<file path="config.mk">
export PLATFORM = sky130hd
export DESIGN_NAME = alu_req_arbiter_flat
export DESIGN_NICKNAME = d
export VERILOG_FILES = /design/src/rtl/alu_req_arbiter_if.sv /design/src/rtl/alu_req_arbiter.sv /design/src/flat_wrapper.sv
export SDC_FILE = /design/constraint.sdc
export NUM_CORES = 1
export LEC_CHECK = 0
export ABC_CLOCK_PERIOD_IN_PS = 2100
export BUFFER_PORTS_ARGS = -buffer_cell sky130_fd_sc_hd__buf_2
export CELL_PAD_IN_SITES_DETAIL_PLACEMENT = 1
export CELL_PAD_IN_SITES_GLOBAL_PLACEMENT = 1
export CORE_AREA = 2 2 192 194
export CTS_BUF_LIST = sky130_fd_sc_hd__clkbuf_8
export DETAILED_ROUTE_END_ITERATION = 10
export DIE_AREA = 0 0 194 196
export PLACE_DENSITY = 0.75
export SYNTH_ARGS = -nofsm -noshare
export SYNTH_HDL_FRONTEND = slang
export SYNTH_SLANG_ARGS = --single-unit
</file>
<file path="constraint.sdc">
create_clock -name clk -period 2.1 [get_ports clk]
set_clock_uncertainty 0.1 [all_clocks]
set_input_delay 0.21 -clock clk [delete_from_list [all_inputs] [get_ports clk]]
set_output_delay 0.21 -clock clk [all_outputs]
set_load 0.01 [all_outputs]
</file>
<file path="src/rtl/alu_req_arbiter_if.sv">
// Requester, shared-ALU and response signals for the two-port ALU arbiter.
// slave = arbiter side, master = requesters/ALU/response-sink side.
interface alu_req_arbiter_if;
  logic        req0_valid;
  logic        req0_ready;
  logic [5:0]  req0_op;
  logic [63:0] req0_a;
  logic [63:0] req0_b;
  logic        req1_valid;
  logic        req1_ready;
  logic [5:0]  req1_op;
  logic [63:0] req1_a;
  logic [63:0] req1_b;
  logic [5:0]  alu_op;
  logic [63:0] alu_a;
  logic [63:0] alu_b;
  logic        alu_en;
  logic [31:0] alu_c;
  logic [6:0]  alu_flags;
  logic        alu_done;
  logic        rsp_valid;
  logic        rsp_ready;
  logic        rsp_id;
  logic [31:0] rsp_c;
  logic [6:0]  rsp_flags;
  logic        rsp_err;
  logic        rsp_tmo;
  logic        busy;

  modport slave (
    input  req0_valid, req0_op, req0_a, req0_b,
    input  req1_valid, req1_op, req1_a, req1_b,
    input  alu_c, alu_flags, alu_done, rsp_ready,
    output req0_ready, req1_ready,
    output alu_op, alu_a, alu_b, alu_en,
    output rsp_valid, rsp_id, rsp_c, rsp_flags, rsp_err, rsp_tmo, busy
  );

  modport master (
    output req0_valid, req0_op, req0_a, req0_b,
    output req1_valid, req1_op, req1_a, req1_b,
    output alu_c, alu_flags, alu_done, rsp_ready,
    input  req0_ready, req1_ready,
    input  alu_op, alu_a, alu_b, alu_en,
    input  rsp_valid, rsp_id, rsp_c, rsp_flags, rsp_err, rsp_tmo, busy
  );
endinterface

</file>
<file path="src/rtl/alu_req_arbiter.sv">
// Round-robin arbiter sharing one ALU between two requesters, one op in flight.
// Single-cycle ops respond 2 cycles after accept; response held until rsp_ready.
module alu_req_arbiter #(
  parameter logic [5:0] MC_OP   = 6'd6,
  parameter int         TIMEOUT = 64
) (
  input logic            clk,
  input logic            rst_n,
  alu_req_arbiter_if.slave bus
);
  localparam int CW = $clog2(TIMEOUT + 1);

  typedef enum logic [1:0] {S_IDLE, S_ISSUE, S_WAIT, S_RESP} state_t;

  state_t        r_state;
  logic          r_prio;
  logic [CW-1:0] r_cnt;
  logic [5:0]    r_op;
  logic [63:0]   r_a;
  logic [63:0]   r_b;
  logic          r_id;
  logic [31:0]   r_c;
  logic [6:0]    r_flags;
  logic          r_err;
  logic          r_tmo;

  logic          w_idle;
  logic          w_gnt0;
  logic          w_gnt1;
  logic [5:0]    w_sel_op;
  logic          w_legal;

  assign w_idle   = (r_state == S_IDLE);
  // Grants are masked while reset is asserted so nothing is accepted on a reset edge.
  assign w_gnt0   = rst_n && w_idle && bus.req0_valid && (!bus.req1_valid || !r_prio);
  assign w_gnt1   = rst_n && w_idle && bus.req1_valid && (!bus.req0_valid || r_prio);
  assign w_sel_op = w_gnt1 ? bus.req1_op : bus.req0_op;
  assign w_legal  = (w_sel_op < 6'd31) || (w_sel_op == 6'd32);

  always_ff @(posedge clk) begin
    if (!rst_n) begin
      r_state <= S_IDLE;
      r_prio  <= 1'b0;
      r_cnt   <= '0;
      r_op    <= '0;
      r_a     <= '0;
      r_b     <= '0;
      r_id    <= 1'b0;
      r_c     <= '0;
      r_flags <= '0;
      r_err   <= 1'b0;
      r_tmo   <= 1'b0;
    end else begin
      case (r_state)
        S_IDLE: begin
          if (w_gnt0 || w_gnt1) begin
            r_op   <= w_sel_op;
            r_a    <= w_gnt1 ? bus.req1_a : bus.req0_a;
            r_b    <= w_gnt1 ? bus.req1_b : bus.req0_b;
            r_id   <= w_gnt1;
            r_prio <= w_gnt0;
            r_tmo  <= 1'b0;
            if (w_legal) begin
              r_err   <= 1'b0;
              r_state <= S_ISSUE;
            end else begin
              r_err   <= 1'b1;
              r_c     <= '0;
              r_flags <= '0;
              r_state <= S_RESP;
            end
          end
        end
        S_ISSUE: begin
          if (r_op == MC_OP) begin
            r_cnt   <= '0;
            r_state <= S_WAIT;
          end else begin
            r_c     <= bus.alu_c;
            r_flags <= bus.alu_flags;
            r_state <= S_RESP;
          end
        end
        S_WAIT: begin
          // A completion on the final counted cycle still wins over the timeout.
          if (bus.alu_done) begin
            r_c     <= bus.alu_c;
            r_flags <= bus.alu_flags;
            r_state <= S_RESP;
          end else if (r_cnt == CW'(TIMEOUT - 1)) begin
            r_c     <= '0;
            r_flags <= '0;
            r_tmo   <= 1'b1;
            r_state <= S_RESP;
          end else begin
            r_cnt <= r_cnt + CW'(1);
          end
        end
        S_RESP: begin
          if (bus.rsp_ready) r_state <= S_IDLE;
        end
        default: r_state <= S_IDLE;
      endcase
    end
  end

  assign bus.req0_ready = w_gnt0;
  assign bus.req1_ready = w_gnt1;
  assign bus.alu_op     = r_op;
  assign bus.alu_a      = r_a;
  assign bus.alu_b      = r_b;
  assign bus.alu_en     = (r_state == S_ISSUE) || (r_state == S_WAIT);
  assign bus.rsp_valid  = (r_state == S_RESP);
  assign bus.rsp_id     = r_id;
  assign bus.rsp_c      = r_c;
  assign bus.rsp_flags  = r_flags;
  assign bus.rsp_err    = r_err;
  assign bus.rsp_tmo    = r_tmo;
  assign bus.busy       = !w_idle;
endmodule

</file>
<file path="src/flat_wrapper.sv">
// flat-port wrapper written by rule: the top's interface ports become plain ports
module alu_req_arbiter_flat 
#(
  parameter logic [5:0] MC_OP   = 6'd6,
  parameter int         TIMEOUT = 64
)
  (clk, rst_n, bus_req0_valid, bus_req0_op, bus_req0_a, bus_req0_b, bus_req1_valid, bus_req1_op, bus_req1_a, bus_req1_b, bus_alu_c, bus_alu_flags, bus_alu_done, bus_rsp_ready, bus_req0_ready, bus_req1_ready, bus_alu_op, bus_alu_a, bus_alu_b, bus_alu_en, bus_rsp_valid, bus_rsp_id, bus_rsp_c, bus_rsp_flags, bus_rsp_err, bus_rsp_tmo, bus_busy);
  alu_req_arbiter_if bus_i ();
  input logic clk;
  input logic rst_n;
  input wire logic [$bits(bus_i.req0_valid)-1:0] bus_req0_valid;
  input wire logic [$bits(bus_i.req0_op)-1:0] bus_req0_op;
  input wire logic [$bits(bus_i.req0_a)-1:0] bus_req0_a;
  input wire logic [$bits(bus_i.req0_b)-1:0] bus_req0_b;
  input wire logic [$bits(bus_i.req1_valid)-1:0] bus_req1_valid;
  input wire logic [$bits(bus_i.req1_op)-1:0] bus_req1_op;
  input wire logic [$bits(bus_i.req1_a)-1:0] bus_req1_a;
  input wire logic [$bits(bus_i.req1_b)-1:0] bus_req1_b;
  input wire logic [$bits(bus_i.alu_c)-1:0] bus_alu_c;
  input wire logic [$bits(bus_i.alu_flags)-1:0] bus_alu_flags;
  input wire logic [$bits(bus_i.alu_done)-1:0] bus_alu_done;
  input wire logic [$bits(bus_i.rsp_ready)-1:0] bus_rsp_ready;
  output wire logic [$bits(bus_i.req0_ready)-1:0] bus_req0_ready;
  output wire logic [$bits(bus_i.req1_ready)-1:0] bus_req1_ready;
  output wire logic [$bits(bus_i.alu_op)-1:0] bus_alu_op;
  output wire logic [$bits(bus_i.alu_a)-1:0] bus_alu_a;
  output wire logic [$bits(bus_i.alu_b)-1:0] bus_alu_b;
  output wire logic [$bits(bus_i.alu_en)-1:0] bus_alu_en;
  output wire logic [$bits(bus_i.rsp_valid)-1:0] bus_rsp_valid;
  output wire logic [$bits(bus_i.rsp_id)-1:0] bus_rsp_id;
  output wire logic [$bits(bus_i.rsp_c)-1:0] bus_rsp_c;
  output wire logic [$bits(bus_i.rsp_flags)-1:0] bus_rsp_flags;
  output wire logic [$bits(bus_i.rsp_err)-1:0] bus_rsp_err;
  output wire logic [$bits(bus_i.rsp_tmo)-1:0] bus_rsp_tmo;
  output wire logic [$bits(bus_i.busy)-1:0] bus_busy;
  assign bus_i.req0_valid = bus_req0_valid;
  assign bus_i.req0_op = bus_req0_op;
  assign bus_i.req0_a = bus_req0_a;
  assign bus_i.req0_b = bus_req0_b;
  assign bus_i.req1_valid = bus_req1_valid;
  assign bus_i.req1_op = bus_req1_op;
  assign bus_i.req1_a = bus_req1_a;
  assign bus_i.req1_b = bus_req1_b;
  assign bus_i.alu_c = bus_alu_c;
  assign bus_i.alu_flags = bus_alu_flags;
  assign bus_i.alu_done = bus_alu_done;
  assign bus_i.rsp_ready = bus_rsp_ready;
  assign bus_req0_ready = bus_i.req0_ready;
  assign bus_req1_ready = bus_i.req1_ready;
  assign bus_alu_op = bus_i.alu_op;
  assign bus_alu_a = bus_i.alu_a;
  assign bus_alu_b = bus_i.alu_b;
  assign bus_alu_en = bus_i.alu_en;
  assign bus_rsp_valid = bus_i.rsp_valid;
  assign bus_rsp_id = bus_i.rsp_id;
  assign bus_rsp_c = bus_i.rsp_c;
  assign bus_rsp_flags = bus_i.rsp_flags;
  assign bus_rsp_err = bus_i.rsp_err;
  assign bus_rsp_tmo = bus_i.rsp_tmo;
  assign bus_busy = bus_i.busy;
  alu_req_arbiter #(.MC_OP(MC_OP), .TIMEOUT(TIMEOUT)) u_core (.clk(clk), .rst_n(rst_n), .bus(bus_i));
endmodule
</file>
==> metrics.cfg <==
[sta]
period_needed_ps=2110
fmax_mhz=473
final-hold-violation-count=0
slew_headroom=0.243
worst_pin_slew_ps=1140
rsz0062_at_grt=yes
setup_slack_ps=-12.2
finalMaxSlewViolations=0
finalCritPeriodShare=1.01
finalSetupViolations=2

[floorplanning]
ios=494
dieArea_um2=38000
rows=70
die_h_um=196
die_x_um=194
core_area_um2=36100
initial_core_util=0.224

[critical_path]
crit_fanout=8
ff2ff_path_depth=9
crit_path_start_kind=input port
worstSetupEndpointType=register
cp.required_ps=2420
critPathArrivalTime_ps=2430
worstSetupPathType=input port to register

[global_route]
grt_pass1_vias=12500
grt_max_degree=83
grt_overflow_total=0
antenna_found_initial=11
grt_pass1_wl_um=70800
track_usage=0.236

[finish]
nets=2143
layout_common_cells=buf_2 (491), nand2_1 (352), dlygate4sd3_1 (310)
fin_area_um2=15600
drive_gt1_frac=0.348
final.fill_count=4294
final_cells=2316
seqCellArea_um2=3730
multi_input_area_um2=4200
final_common_cell=buf_2
syn2layout_area_growth_pct=93.1

[yosys]
ys_ff_latch=186
synth_flop_cell=dfxtp_1
synthTopCellsByArea=dfxtp_1 (46%), nand2_1 (16%), a311oi_1 (15%), nor2_1 (6.8%), mux2i_1 (5.2%)
synth.avg_cell_area_um2=7.92
yosysTopAreaCell=dfxtp_1
synth.distinct_cells=40
seq_area_frac_synth=0.461
synth_warnings=0
synth_top_area_frac=0.461
syn_nets=1338
ys_async_sr_fraction=0
synth_edf_count=0
syn_inst=1019
syn_area_um2=8080

[clock_tree]
clock_sinks=186
cts_tree=built
path_clk_slew_ps=100
cts-root-buf=clkbuf_8
insertion_delay_ps=490
cts_buffers=17
ctsHtreeMaxLevel=4
clockBufferDepth=2

[run_status]
violations=setup timing
status=finished, violations left

[detailed_routing]
wl_um=50400
num_vias=11500
drtIter0Drc=399
drc=0
first_pass_iters=5
wl_per_cell_um=21.8
vias_per_cell=4.98
antenna_left=0

[worst_hold_path]
worst_hold_path.num_cells=4
hp-class=input port to register

[power_and_ir_drop]
p_leak_nw=7.08
p_per_area_nw_per_um2=983
vdd_ir_drop_max_mv=0.491

[placement]
gp_congestion=0.841
placed_cells=1937
portBuffers=493
dp_hpwl_um=25200
placed_cell_area_um2=11300

[flow_run]
drv_cap=0

[layer usage]
layer	vias to the layer above	part of all wire	global-route usage
met4	0	0.055	0.145
met5	-	0	0
met1	5620	0.37	0.249
li1	5136	-	-
met2	596	0.50	0.418
met3	176	0.069	0.0657
[cell usage after synthesis, types with 3 or more instances]
master,number
nor2_1,146
buf_2,12
inv_1,3
clkbuf_1,64
o21ai_0,5
inv_2,3
a311oi_1,135
buf_1,7
ha_1,6
mux2i_1,42
a21oi_1,8
dfxtp_1,186
nand3_1,7
nand2_1,353
xnor2_1,4
a211oi_1,4
nor3_1,3
[final timing paths]
kind	startpoint	end	slack [ps]
max	bus_req0_op[1]	u_core.bus.rsp_flags[5]$_SDFFE_PN0P_	-10
max reg2reg	u_core.r_state[0]$_SDFFE_PN0P_	u_core.bus.alu_b[15]$_SDFFE_PN0P_	0
min reg2reg	u_core.bus.rsp_c[6]$_SDFFE_PN0P_	u_core.bus.rsp_c[6]$_SDFFE_PN0P_	370
min	rst_n	u_core.r_cnt[6]$_SDFFE_PN0P_	90
[power by group]
part           internal, mW  leakage (nW)  switching [mW]
combinational          3.41          5.32            4.19
sequential             4.31          1.53           0.514
clock                  1.42         0.234            1.49
total                  9.14          7.08            6.19
[stage by stage]
step	setup TNS (ps)	setup slack [ps]	util	hold WS, ps	total power [mW]
floorplan	-1700	-42.4	-	226	8.11
detailed placement	-2200	-83.1	0.312	353	10.4
CTS	-50.8	-50.8	0.414	22.0	13.9
global placement	-75.3	-7.51	0.312	340	10.2
finish	-12.4	-12.2	0.432	91.2	15.3
global route	-176	-125	0.432	56.5	16.1
[what timing repair did]
| action | in CTS | in global routing |
|---|---|---|
| setup buffers | 4 | 11 |
| resized for setup | 13 | 56 |
| pin swaps | 1 | 16 |
| endpoints found under the setup margin | 128 | 149 |
| cloned | 1 | 12 |
| hold buffers | 310 | 0 |
| hold endpoints to repair | 176 | 0 |
[cell families after synthesis]
logic type                 after synthesis  share of synthesized area
buffers and inverters                   94                     0.0502
AOI/OAI and AO/OA                      167                      0.175
adders and majority gates                6                    0.00930
xor gates and xnor gates                 4                    0.00434
DFF                                    186                      0.461
and+or+nand+nor                        520                      0.248
muxes                                   42                     0.0521
[area by class of cell]
cell class	instances	share of cell area
sequential	186	0.239
multi-input combinational	739	0.269
clock buffer	17	0.0150
inverter	6	0.00225
clock inverter	15	0.0140
timing repair buffer	874	0.421
antenna	11	0.00177
tap	468	0.0376
[flip-flops by register name, summed over array words and instances, names as in the netlist]
register and cells:
u_core.bus.rsp_tmo 1, u_core.bus.rsp_c 32, u_core.bus.rsp_err 1, u_core.bus.rsp_flags 7, u_core.r_cnt 7, u_core.r_state 2
u_core.bus.rsp_id 1, u_core.bus.alu_a 64, u_core.bus.alu_op 6, u_core.r_prio 1, u_core.bus.alu_b 64
[critical path, stage by stage]
cell           delay, ps
dlygate4sd3_1        550
buf_2                160
or4_4                510
a21oi_4              160
mux2i_1              110
o211a_4              250
buf_6                130
buf_12               140
mux2i_2              200
Note: power is estimated with default switching activity, not from simulation.
